`config.mk`:
```
export PLATFORM = sky130hd
export DESIGN_NAME = mac_feeder
export DESIGN_NICKNAME = d
export VERILOG_FILES = /design/src/rtl/mac_feeder.sv
export SDC_FILE = /design/constraint.sdc
export NUM_CORES = 1
export LEC_CHECK = 0
export BUFFER_PORTS_ARGS = -buffer_cell sky130_fd_sc_hd__buf_4
export CAP_MARGIN = 40
export CORE_UTILIZATION = 52
export DETAILED_ROUTE_END_ITERATION = 10
export HOLD_SLACK_MARGIN = 0.02
export PLACE_DENSITY = 0.77
export SETUP_SLACK_MARGIN = 0.15
export SKIP_LAST_GASP = 1
export SYNTH_ARGS = -nofsm -noshare
export SYNTH_HDL_FRONTEND = slang
export SYNTH_SLANG_ARGS = --single-unit
export TNS_END_PERCENT = 5
```
`constraint.sdc`:
```
create_clock -name clk -period 2.3 [get_ports clk]
set_input_delay 0.345 -clock clk [delete_from_list [all_inputs] [get_ports clk]]
set_output_delay 0.345 -clock clk [all_outputs]
set_load 0.01 [all_outputs]
```
`src/rtl/mac_feeder.sv`:
```
// mac_feeder: operand sequencer upstream of a multiply-accumulate stage.
//
// Operand pairs from a producer are buffered in a small FIFO. Each pair is
// issued to the MAC with a one-cycle mac_start pulse. The next pair is issued
// only after the MAC has gone busy (mac_ready low) and then finished
// (mac_ready high again). Completed operations are counted against a vector
// length that is latched on vec_go. If the MAC never goes busy, a sticky
// timeout flag is raised.
//
// Ports:
//   clk, rst_n            clock, asynchronous active-low reset
//   in_valid/in_ready     producer handshake; in_ready == !full
//   in_a, in_b            operand pair pushed into the FIFO
//   vec_len, vec_go       vector length, start strobe (honoured in IDLE only)
//   busy                  high whenever the FSM is not in IDLE
//   vec_done              one-cycle pulse when the vector ends
//   done_cnt              operations completed in the current/last vector
//   err                   sticky busy-timeout flag
//   mac_start             one-cycle start pulse to the MAC
//   mac_a, mac_b          operands to the MAC, stable for the whole operation
//   mac_ready             MAC idle/done; low while computing
module mac_feeder #(
  parameter int OPSIZE  = 8,
  parameter int DEPTH   = 4,
  parameter int LEN_W   = 8,
  parameter int BUSY_TO = 4
) (
  input  logic              clk,
  input  logic              rst_n,
  input  logic              in_valid,
  output logic              in_ready,
  input  logic [OPSIZE-1:0] in_a,
  input  logic [OPSIZE-1:0] in_b,
  input  logic [LEN_W-1:0]  vec_len,
  input  logic              vec_go,
  output logic              busy,
  output logic              vec_done,
  output logic [LEN_W-1:0]  done_cnt,
  output logic              err,
  output logic              mac_start,
  output logic [OPSIZE-1:0] mac_a,
  output logic [OPSIZE-1:0] mac_b,
  input  logic              mac_ready
);

  localparam int PTR_W = (DEPTH > 1) ? $clog2(DEPTH) : 1;
  localparam int CNT_W = PTR_W + 1;
  localparam int TO_W  = $clog2(BUSY_TO + 1);

  typedef enum logic [1:0] {
    S_IDLE,
    S_ISSUE,
    S_WAIT_BUSY,
    S_WAIT_DONE
  } state_t;

  state_t state_q, state_d;

  // ---------------------------------------------------------------- FIFO
  logic [OPSIZE-1:0] mem_a [DEPTH];
  logic [OPSIZE-1:0] mem_b [DEPTH];
  logic [PTR_W-1:0]  wr_ptr, rd_ptr;
  logic [CNT_W-1:0]  count;
  logic              push, pop, fifo_empty;

  // in_ready depends only on the registered count, so a same-cycle pop
  // never opens a slot for the producer.
  assign in_ready   = (count != CNT_W'(DEPTH));
  assign fifo_empty = (count == '0);
  assign push       = in_valid && in_ready;

  // NOTE: storage has no reset; validity is carried entirely by count, and
  // leaving the array unreset lets it map onto plain registers/RAM.
  always_ff @(posedge clk) begin
    if (push) begin
      mem_a[wr_ptr] <= in_a;
      mem_b[wr_ptr] <= in_b;
    end
  end

  // NOTE: state uses non-blocking assignments so every register samples
  // pre-edge values regardless of statement order.
  always_ff @(posedge clk or negedge rst_n) begin
    if (!rst_n) begin
      wr_ptr <= '0;
      rd_ptr <= '0;
      count  <= '0;
    end else begin
      if (push) wr_ptr <= wr_ptr + 1'b1;
      if (pop)  rd_ptr <= rd_ptr + 1'b1;
      case ({push, pop})
        2'b10:   count <= count + 1'b1;
        2'b01:   count <= count - 1'b1;
        default: count <= count;
      endcase
    end
  end

  // ----------------------------------------------------------------- FSM
  logic [LEN_W-1:0] len_q;
  logic [LEN_W-1:0] done_next;
  logic [TO_W-1:0]  to_cnt;
  logic             accept_go, issue, op_done, timeout, finish;

  assign done_next = done_cnt + 1'b1;
  assign pop       = issue;
  assign busy      = (state_q != S_IDLE);

  always_ff @(posedge clk or negedge rst_n) begin
    if (!rst_n) state_q <= S_IDLE;
    else        state_q <= state_d;
  end

  // NOTE: every output of this block gets a default first, so no path can
  // leave one unassigned and infer a latch.
  always_comb begin
    state_d   = state_q;
    accept_go = 1'b0;
    issue     = 1'b0;
    op_done   = 1'b0;
    timeout   = 1'b0;
    finish    = 1'b0;
    case (state_q)
      S_IDLE: begin
        if (vec_go) begin
          accept_go = 1'b1;
          if (vec_len == '0) finish  = 1'b1;
          else               state_d = S_ISSUE;
        end
      end
      S_ISSUE: begin
        if (!fifo_empty && mac_ready) begin
          issue   = 1'b1;
          state_d = S_WAIT_BUSY;
        end
      end
      S_WAIT_BUSY: begin
        if (!mac_ready) begin
          state_d = S_WAIT_DONE;
        end else if (to_cnt == TO_W'(BUSY_TO)) begin
          timeout = 1'b1;
          finish  = 1'b1;
          state_d = S_IDLE;
        end
      end
      S_WAIT_DONE: begin
        if (mac_ready) begin
          op_done = 1'b1;
          if (done_next == len_q) begin
            finish  = 1'b1;
            state_d = S_IDLE;
          end else begin
            state_d = S_ISSUE;
          end
        end
      end
      default: state_d = S_IDLE;
    endcase
  end

  always_ff @(posedge clk or negedge rst_n) begin
    if (!rst_n) begin
      len_q     <= '0;
      done_cnt  <= '0;
      to_cnt    <= '0;
      err       <= 1'b0;
      vec_done  <= 1'b0;
      mac_start <= 1'b0;
      mac_a     <= '0;
      mac_b     <= '0;
    end else begin
      vec_done  <= finish;
      mac_start <= issue;
      if (accept_go) begin
        len_q    <= vec_len;
        done_cnt <= '0;
      end else if (op_done) begin
        done_cnt <= done_next;
      end
      if (accept_go)    err <= 1'b0;
      else if (timeout) err <= 1'b1;
      // Counts edges spent in WAIT_BUSY with mac_ready still high.
      if (issue)                         to_cnt <= '0;
      else if (state_q == S_WAIT_BUSY)   to_cnt <= to_cnt + 1'b1;
      if (issue) begin
        mac_a <= mem_a[rd_ptr];
        mac_b <= mem_b[rd_ptr];
      end
    end
  end

endmodule
```
==> flow_summary.yaml <==
pwr:
  p_comb_share_pct: 35.4
  finalPower_mw: 6.49
  p_seq_share_pct: 46.9
  clock_power_share_pct: 17.7
  internal-power_mw: 4.36
  switching_share_pct: 32.8
  switchingPower_mw: 2.13
  vdd_drop_max_mv: 0.612
  p_per_area_nw_per_um2: 1190
  power.leakage_nw: 2.15
sta:
  whs_ps: 160
  fin_crit_ps: 2060
  rsz0062_at_grt: "yes"
  drv_slew: 0
  fin_skew_ps: 12.3
  worst_pin_slew_ps: 634
  setup-violations-final: 0
  finalWorstSetupSlack_ps: 241
  fmax_mhz: 486
  finalHoldViolations: 0
  finalCritPeriodShare_pct: 89.5
  fin_tns_setup_ps: 0
  relSlewSlack_pct: 57.7
placement:
  port_buffers: 57
  dp_slack_ps: 189
  dp.final_hpwl_um: 5280
  gp_congestion: 0.859
worst_setup_path:
  endpoint: "vec_done$_DFF_PN0_"
  crit_type: "flop to flop"
  path_max_fanout: 5
  crit_arrival_ps: 2340
  cp.required_ps: 2580
  r2r_cells: 6
  worstSetupEndpointType: "flop"
  reg2reg_to: "vec_done$_DFF_PN0_"
  startpoint: "done_cnt[1]$_DFFE_PN0P_"
  rr_startpoint: "done_cnt[1]$_DFFE_PN0P_"
  rrSetupSlack_ps: 240
  startpoint_type: "flop"
route:
  drt-wirelength-per-cell_um: 16.9
  drt_wl_total_um: 7940
  vias: 2568
  drt_iter0_drc: 162
  drc: 0
  drtPass1Iterations: 4
  ant_nets: 0
  vias_per_cell: 5.46
clock_network:
  clockBufferDepth: 2
  ctsHtreeMaxLevel: 3
  cts_tree: "yes"
  cts_root_buf: "clkbuf_8"
  clock_latency_ps: 370
  path_clk_slew_ps: 110
  cts_made_buffers: 9
  clock_sinks: 111
synthesis:
  synthCells: 287
  synth_fa_ha_area_share_pct: 2.61
  synth_simple_gate_area_share_pct: 5.68
  yosys-mux-area-fraction_pct: 14.6
  synth_edf_count: 64
  yosysSeqAreaShare_pct: 67.3
  synthFlopType: "edfxtp_1"
  synth_compound_gate_area_share_pct: 4.38
  synth_top_family_by_area: "multiplexers"
  synth_nets: 325
  ys_ff_latch: 111
  yosys.cell_types.count: 44
  yosysWarningCount: 0
  synthXorXnorAreaFrac_pct: 3.23
  syn_area_per_cell_sq_um: 16.0
  syn_area_sq_um: 4600
  async_reset_ff_share_pct: 42.3
layout:
  mostFrequentLayoutCell: "buf_4"
  antennaDiodeCount: 0
  areaGrowthSynthToFinish_pct: 18.0
  drive_gt1_share_pct: 34.8
  layout_common_cells: "buf_4 (72), edfxtp_1 (64), dfrtp_1 (46)"
  nNetsFinal: 398
floorplanning:
  die_h_um: 96.1
  ioPinCount: 58
  start_util_pct: 54.9
  coreArea_sq_um: 8380
  num_rows: 33
  dieArea_sq_um: 9230
  die_w_um: 96.1
run_status:
  status: "finished, final reports clean"
global_routing:
  grt_pass1_wl_um: 12900
  grt_overflow_total: 0
  grt_usage_pct: 19.4
  grt_max_degree: 48
  antenna_found_initial: 0
  first_global_vias: 2620
hold_path:
  hp-class: "input port to flop"
flow_run:
  max-cap-violations: 0
## worst min path at each step
stage / from / end / slack (ps) / depth (start not counted)
floorplan: rst_n / count[0]$_DFFE_PN0P_ / 50 / 0
CTS: in_b[3] / mem_b[0][3]$_DFFE_PP_ / 150 / 1
finish: in_b[7] / mem_b[2][7]$_DFFE_PP_ / 160 / 1
global placement: rst_n / mac_b[3]$_DFFE_PN0P_ / 410 / 1
detailed placement: rst_n / mac_b[3]$_DFFE_PN0P_ / 410 / 1
global route: in_a[6] / mem_a[0][6]$_DFFE_PP_ / 150 / 1
## cells by family after synthesis
group / after synthesis
compound gates: 32
flops: 111
fa+ha+maj: 9
xor+xnor: 17
buf+inv: 22
simple gates: 52
mux: 44
## worst max-delay path, cell delays in order (launching register included)
cell       delay [ps]
dfrtp_1           430
ha_2              260
nand2_2            80
or3_1             390
a2111oi_2         360
o2111ai_1         210
o221ai_1          230
## power groups by stage
stage	logic, mW	clock network [mW]	registers (mW)
global route	2.53	1.24	3.11
CTS	2.31	1.16	3.05
detailed placement	2.30	0	3.09
finish	2.30	1.14	3.04
global placement	2.24	0	3.05
floorplan	1.49	0	3.05
## cells in the mapped netlist (7+ instances only)
cell      number  area, sq um
nor2_1         9         33.8
xor2_1         7         61.3
mux4_2        16          360
mux2_2        12          135
inv_1          9         33.8
o21ai_0        7         35.0
edfxtp_1      64         1920
mux2_1        12          135
o21ai_1        9         45.0
xnor2_1       10         87.6
nand2_1       16         60.1
dfrtp_1       47         1180
ha_1           8          100
## state kept, by name, summed over array words and instances (netlist names)
name / count
done_cnt: 8
mac_a: 8
to_cnt: 3
rd_ptr: 2
mem_a: 32
count: 3
mac_start: 1
vec_done: 1
mem_b: 32
len_q: 8
mac_b: 8
err: 1
wr_ptr: 2
state_q: 2
## per-layer routing
metal / global-route usage, % / wire length [um]
met1: 26.1 / 3610
met2: 31.3 / 3930
met3: 2.84 / 243
met4: 9.08 / 159
met5: 0 / 0
## timing repair
item | CTS | global route
hold buffers | 1 | 0
gates resized for setup | 0 | 4
endpoints found under the setup margin | 0 | 3
hold endpoints to repair | 47 | 0
setup buffers | 0 | 1
## per-stage QoR
stage | cell area [sq um] | util, % | cells
6_report | 5430 | 64.8 | 470
5_1_grt | 5430 | 64.8 | 470
4_1_cts | 5420 | 64.6 | 469
3_5_place_dp | 5210 | 62.1 | 452
3_3_place_gp | 5210 | 62.1 | 452
2_1_floorplan | 4610 | - | 287
## area by class of cell
type / count / area (sq um)
Sequential cell: 111 / 3100
Fill cell: 578 / 2950
Multi-Input combinational cell: 154 / 1410
Timing Repair Buffer: 73 / 551
Tap cell: 105 / 131
Clock buffer: 9 / 124
Clock inverter: 7 / 77.6
Inverter: 11 / 41.3
No activity file was read; power rests on OpenSTA's default activity.
